$ cat src/rtl/d2x4_scan_ctrl.sv
// ============================================================================
// Module   : d2x4_scan_ctrl
// Brief    : Select sequencer for the D2X4 2-to-4 decoder (auto-scan,
//            single-step, direct load, post-change blanking).
// Revision : 1.0
// ============================================================================
`default_nettype none

module d2x4_scan_ctrl #(
   parameter int unsigned DIV_W = 8,
   parameter int unsigned DIV   = 4,
   parameter int unsigned BLANK = 1
) (
   input  logic       clk,
   input  logic       rst,
   input  logic       en,
   input  logic [1:0] mode,
   input  logic       step_req,
   output logic       step_ack,
   input  logic       load,
   input  logic [1:0] load_idx,
   output logic       A,
   output logic       B,
   output logic       valid,
   output logic       wrap
);

   localparam logic [0:0] S_IDLE = 1'b0;
   localparam logic [0:0] S_RUN  = 1'b1;

   localparam logic [1:0] c_M_HOLD = 2'b00;
   localparam logic [1:0] c_M_UP   = 2'b01;
   localparam logic [1:0] c_M_DOWN = 2'b10;
   localparam logic [1:0] c_M_STEP = 2'b11;

   localparam logic [DIV_W-1:0] c_DIV_LAST = DIV_W'(DIV - 1);
   localparam logic [DIV_W-1:0] c_DIV_ONE  = DIV_W'(1);
   localparam logic [3:0]       c_BLANK    = 4'(BLANK);

   logic [0:0]       r_state;
   logic [0:0]       w_state_nxt;
   logic [1:0]       r_idx;
   logic [1:0]       w_idx;
   logic [DIV_W-1:0] r_div;
   logic [DIV_W-1:0] w_div;
   logic [3:0]       r_blank;
   logic [3:0]       w_blank;
   logic [1:0]       r_mode;
   logic             r_armed;
   logic             w_armed;
   logic             r_wrap;
   logic             w_wrap;
   logic             r_ack;
   logic             w_ack;
   logic             r_valid;
   logic             w_valid;
   logic             w_changed;
   logic             w_mode_chg;

   assign w_mode_chg = (mode != r_mode);

   // State register plus all registered datapath/outputs.
   always_ff @(posedge clk) begin
      if (rst) begin
         r_state <= S_IDLE;
         r_idx   <= 2'd0;
         r_div   <= '0;
         r_blank <= 4'd0;
         r_mode  <= c_M_HOLD;
         r_armed <= 1'b1;
         r_wrap  <= 1'b0;
         r_ack   <= 1'b0;
         r_valid <= 1'b0;
      end else begin
         r_state <= w_state_nxt;
         r_idx   <= w_idx;
         r_div   <= w_div;
         r_blank <= w_blank;
         r_mode  <= mode;
         r_armed <= w_armed;
         r_wrap  <= w_wrap;
         r_ack   <= w_ack;
         r_valid <= w_valid;
      end
   end

   always_comb begin
      w_state_nxt = en ? S_RUN : S_IDLE;
   end

   // Load pre-empts any tick or step decided in the same cycle.
   always_comb begin
      w_idx     = r_idx;
      w_div     = '0;
      w_armed   = r_armed;
      w_wrap    = 1'b0;
      w_ack     = 1'b0;
      w_changed = 1'b0;
      if (load) begin
         w_idx     = load_idx;
         w_changed = 1'b1;
      end else if (r_state == S_RUN) begin
         case (mode)
            c_M_UP, c_M_DOWN: begin
               if (!w_mode_chg) begin
                  if (r_div == c_DIV_LAST) begin
                     w_changed = 1'b1;
                     if (mode == c_M_UP) begin
                        w_idx  = r_idx + 2'd1;
                        w_wrap = (r_idx == 2'd3);
                     end else begin
                        w_idx  = r_idx - 2'd1;
                        w_wrap = (r_idx == 2'd0);
                     end
                  end else begin
                     w_div = r_div + c_DIV_ONE;
                  end
               end
            end
            c_M_STEP: begin
               if (step_req) begin
                  if (r_armed) begin
                     w_idx     = r_idx + 2'd1;
                     w_wrap    = (r_idx == 2'd3);
                     w_ack     = 1'b1;
                     w_armed   = 1'b0;
                     w_changed = 1'b1;
                  end
               end else begin
                  w_armed = 1'b1;
               end
            end
            default: ;
         endcase
      end

      // Blanking only counts down while running; IDLE freezes it.
      w_blank = r_blank;
      if (w_changed) begin
         w_blank = c_BLANK;
      end else if ((r_state == S_RUN) && (r_blank != 4'd0)) begin
         w_blank = r_blank - 4'd1;
      end
      w_valid = (w_state_nxt == S_RUN) && (w_blank == 4'd0);
   end

   assign A        = r_idx[0];
   assign B        = r_idx[1];
   assign valid    = r_valid;
   assign wrap     = r_wrap;
   assign step_ack = r_ack;

endmodule

`default_nettype wire
$ cat config.mk
export PLATFORM = sky130hd
export DESIGN_NAME = d2x4_scan_ctrl
export DESIGN_NICKNAME = d
export VERILOG_FILES = /design/src/rtl/d2x4_scan_ctrl.sv
export SDC_FILE = /design/constraint.sdc
export NUM_CORES = 1
export LEC_CHECK = 0
export ABC_AREA = 1
export BUFFER_PORTS_ARGS = -buffer_cell sky130_fd_sc_hd__buf_2
export CAP_MARGIN = 5
export CORE_MARGIN = 5
export CORE_UTILIZATION = 56
export DETAILED_ROUTE_END_ITERATION = 8
export GPL_TIMING_DRIVEN = 0
export HOLD_SLACK_MARGIN = 0.15
export PLACE_DENSITY = 0.81
export SYNTH_ARGS = -nofsm -noshare
export SYNTH_HDL_FRONTEND = slang
export SYNTH_SLANG_ARGS = --single-unit
$ cat constraint.sdc
create_clock -name clk -period 1.6 [get_ports clk]
set_clock_uncertainty 0.05 [all_clocks]
set_input_delay 0.08 -clock clk [delete_from_list [all_inputs] [get_ports clk]]
set_output_delay 0.08 -clock clk [all_outputs]
set_load 0.03 [all_outputs]
==> flow_metrics.tcl <==
set metrics [dict create \
    vias 1118 \
    die_area_um2 3190 \
    synth_fa_ha_area_share_pct 7.24 \
    synthXorXnorAreaFrac_pct 2.17 \
    cts_tree "done" \
    grt_pass1_wl_mm 4.46 \
    drt_first_pass_iters 4 \
    tightest_slew_ns 0.425 \
    insertion_delay_ns 0.30 \
    synth_ff_type "dfxtp_1" \
    synth-simple-area-share_pct 36.2 \
    status "completed" \
    syn_avg_cell_area_um2 7.24 \
    clock_sinks 21 \
    startpoint_type "flop" \
    wl_mm 2.53 \
    fin_cells 216 \
    synth_nets 183 \
    root_buffer "clkbuf_4" \
    critPathCaptureType "flop" \
    diodes 0 \
    synth_enable_flop_cells 0 \
    setup_violations 0 \
    gp_congestion 0.802 \
    synth_top_area_share_pct 34.7 \
    synth_cell_types 32 \
    synth_compound_area_share_pct 11.0 \
    p_leak_nw 0.659 \
    dp_cells 206 \
    dieWidth_um 56.5 \
    ys_seq_area_share_pct 34.7 \
    maxSlewViolCount 0 \
    antenna_found_initial 0 \
    final_nets 206 \
    hold_class "in -> reg" \
    period_share_pct 95.0 \
    r2r_start "r_blank[0]$_SDFF_PP0_" \
    portBuffers 12 \
    synth.area.top_cells "dfxtp_1 (35%), nand2_1 (9.9%), ha_1 (7.2%), inv_1 (6.2%), nor2_1 (6.2%)" \
    yosysTopAreaCell "dfxtp_1" \
    grt_usage_pct 16.9 \
    multiInputGateArea_um2 708 \
    fmax_mhz 658 \
    reg2reg_to "valid$_SDFF_PP0_" \
    synth-seq-cells 21 \
    die_h_um 56.5 \
    max_cap_violations 0 \
    drc 0 \
    crit_required_ns 1.77 \
    period_needed_ns 1.52 \
    grt-busiest-layer "met2" \
    hold_depth 5 \
    cts.path.max_buffers 2 \
    grtUsageMet1_pct 19.3 \
    synthMuxAreaShare_pct 0 \
    crit_type "reg -> reg" \
    initialDrtViolationCount 40 \
    path_max_fanout 4 \
    viasPerCell 5.18 \
    r2r_cells 9 \
    synthArstFlopShare_pct 0 \
    whs_ns 0.147 \
    initial_core_util_pct 60.4 \
    yosys_warnings 0 \
    core_area_um2 2000 \
    crit_end "valid$_SDFF_PP0_" \
    cp-startpoint "r_blank[0]$_SDFF_PP0_" \
    finalHoldViolations 0 \
    regArea_um2 422 \
    gr-usage-met2_pct 30.9 \
    drive_above_1_share_pct 22.8 \
    synth_top_family_by_area "simple AND/OR/NAND/NOR gates" \
    synthCells 167 \
    place_hpwl_mm 1.91 \
    met3_usage_pct 2.75 \
    critPathArrivalTime_ns 1.69 \
    grt-ovfl-total 0 \
    cts_buffers 3 \
    routedWlPerCell_um 11.7 \
    synthToLayoutAreaGrowth_pct 17.1 \
    post_cts_buffers 0 \
    path_clk_slew_ns 0.12 \
    synth_area_um2 1210 \
    ios 14 \
    r2r_setup_slack_ns 0.08 \
    fillers 180 \
    cts_max_level 1 \
    ant_nets 0 \
    grt_pass1_vias 1087 \
    powerDensity_nw_per_um2 689 \
    ir_drop_v 0.000481 \
    relSlewSlack_pct 71.6 \
    grt_max_degree 13 \
    rows 16 \
]
[synth_stat cells (2+ instances only)]
cell type,instances
nand4_1,3
xor2_1,2
a21oi_1,10
nand3_2,2
nand2_1,32
inv_2,4
dfxtp_1,21
nor3b_1,3
nor2_1,20
nor3_1,3
nand2_4,5
nand3_1,10
inv_1,20
ha_1,7
nor2_2,3
o21bai_1,2
o21ai_0,5
[where the power goes]
part	switching [mW]	internal, mW
sequential	0.0110	0.535
combinational	0.107	0.0685
clock	0.160	0.0931
total	0.278	0.697
[worst max-delay path, cell delays in order, from the launching register on]
cell     delay [ns]
dfxtp_1        0.33
inv_2          0.10
ha_1           0.19
nand2_1        0.14
o21ai_4        0.22
nand2_1        0.08
o21ai_0        0.09
nand3_1        0.12
nand2_1        0.09
nor2_1         0.04
[sequential cells by signal, indices dropped and copies added, names as in the netlist]
name,flops
r_div,8
r_blank,4
r_idx,2
r_mode,2
r_armed,1
r_state,1
step_ack,1
valid,1
wrap,1
[cell type report]
type                       instances  share of cell area (%)
buffer                             2                   0.618
clock buffer                       3                    1.59
clock inverter                     1                   0.353
inverter                          25                    6.80
multi-input combinational        119                    50.0
sequential                        21                    29.8
tap                               27                    2.39
timing repair buffer              18                    8.48
[what timing repair did]
item                                    CTS  global route
hold buffers                              6             0
hold endpoints to repair                 14             0
pin swaps                                 0             0
endpoints found under the setup margin    1             3
resized for setup                         1             6
[layout by cell type (no fill, tap or decap), types with 2 or more instances in the layout]
master         instances
buf_2                 13
o21bai_1               2
dlygate4sd3_1          6
nor3b_1                3
a21oi_1               10
nand3_1               10
ha_1                   6
nand2_4                5
nor3_1                 3
dfxtp_1               20
inv_1                 19
nor2_2                 4
nand3_2                2
clkbuf_4               3
o21ai_0                5
nor2_1                19
inv_2                  5
nand2_1               32
nand4_1                3
[per-layer routing]
| metal | share of wire (%) | wire, um | up-vias |
|---|---|---|---|
| li1 | - | - | 574 |
| met1 | 41 | 1040 | 501 |
| met2 | 52 | 1310 | 35 |
| met3 | 5.0 | 127 | 8 |
| met4 | 1.8 | 46 | 0 |
| met5 | 0 | 0 | - |
[worst min-delay path by stage]
| stage | startpoint | endpoint |
|---|---|---|
| 2_1_floorplan | step_req | r_armed$_SDFFE_PP1P_ |
| 3_3_place_gp | en | r_state$_SDFF_PP0_ |
| 3_5_place_dp | en | r_state$_SDFF_PP0_ |
| 4_1_cts | load_idx[0] | r_idx[0]$_SDFFE_PP0P_ |
| 5_1_grt | load | step_ack$_SDFF_PP0_ |
| 6_report | load_idx[0] | r_idx[0]$_SDFFE_PP0P_ |
[metrics by stage]
step / instance area (um^2) / util (%) / power (mW) / worst slack, ns / setup TNS [ns]
after floorplan: 1210 / - / 0.670 / 0.121 / 0
after global placement: 1300 / 65.1 / 0.703 / 0.0858 / 0
after detailed placement: 1300 / 65.1 / 0.712 / 0.0258 / 0
after CTS: 1400 / 69.7 / 0.970 / 0.0583 / 0
after global routing: 1420 / 70.8 / 1.03 / -0.00663 / -0.00663
final: 1420 / 70.8 / 0.975 / 0.0802 / 0
[cell families after synthesis]
group | Yosys count
and+or+nand+nor | 86
adders and majority gates | 7
buffers and inverters | 27
DFF | 21
xor gates and xnor gates | 3
AOI/OAI and AO/OA | 23
No activity file was read; power rests on OpenSTA's default activity.
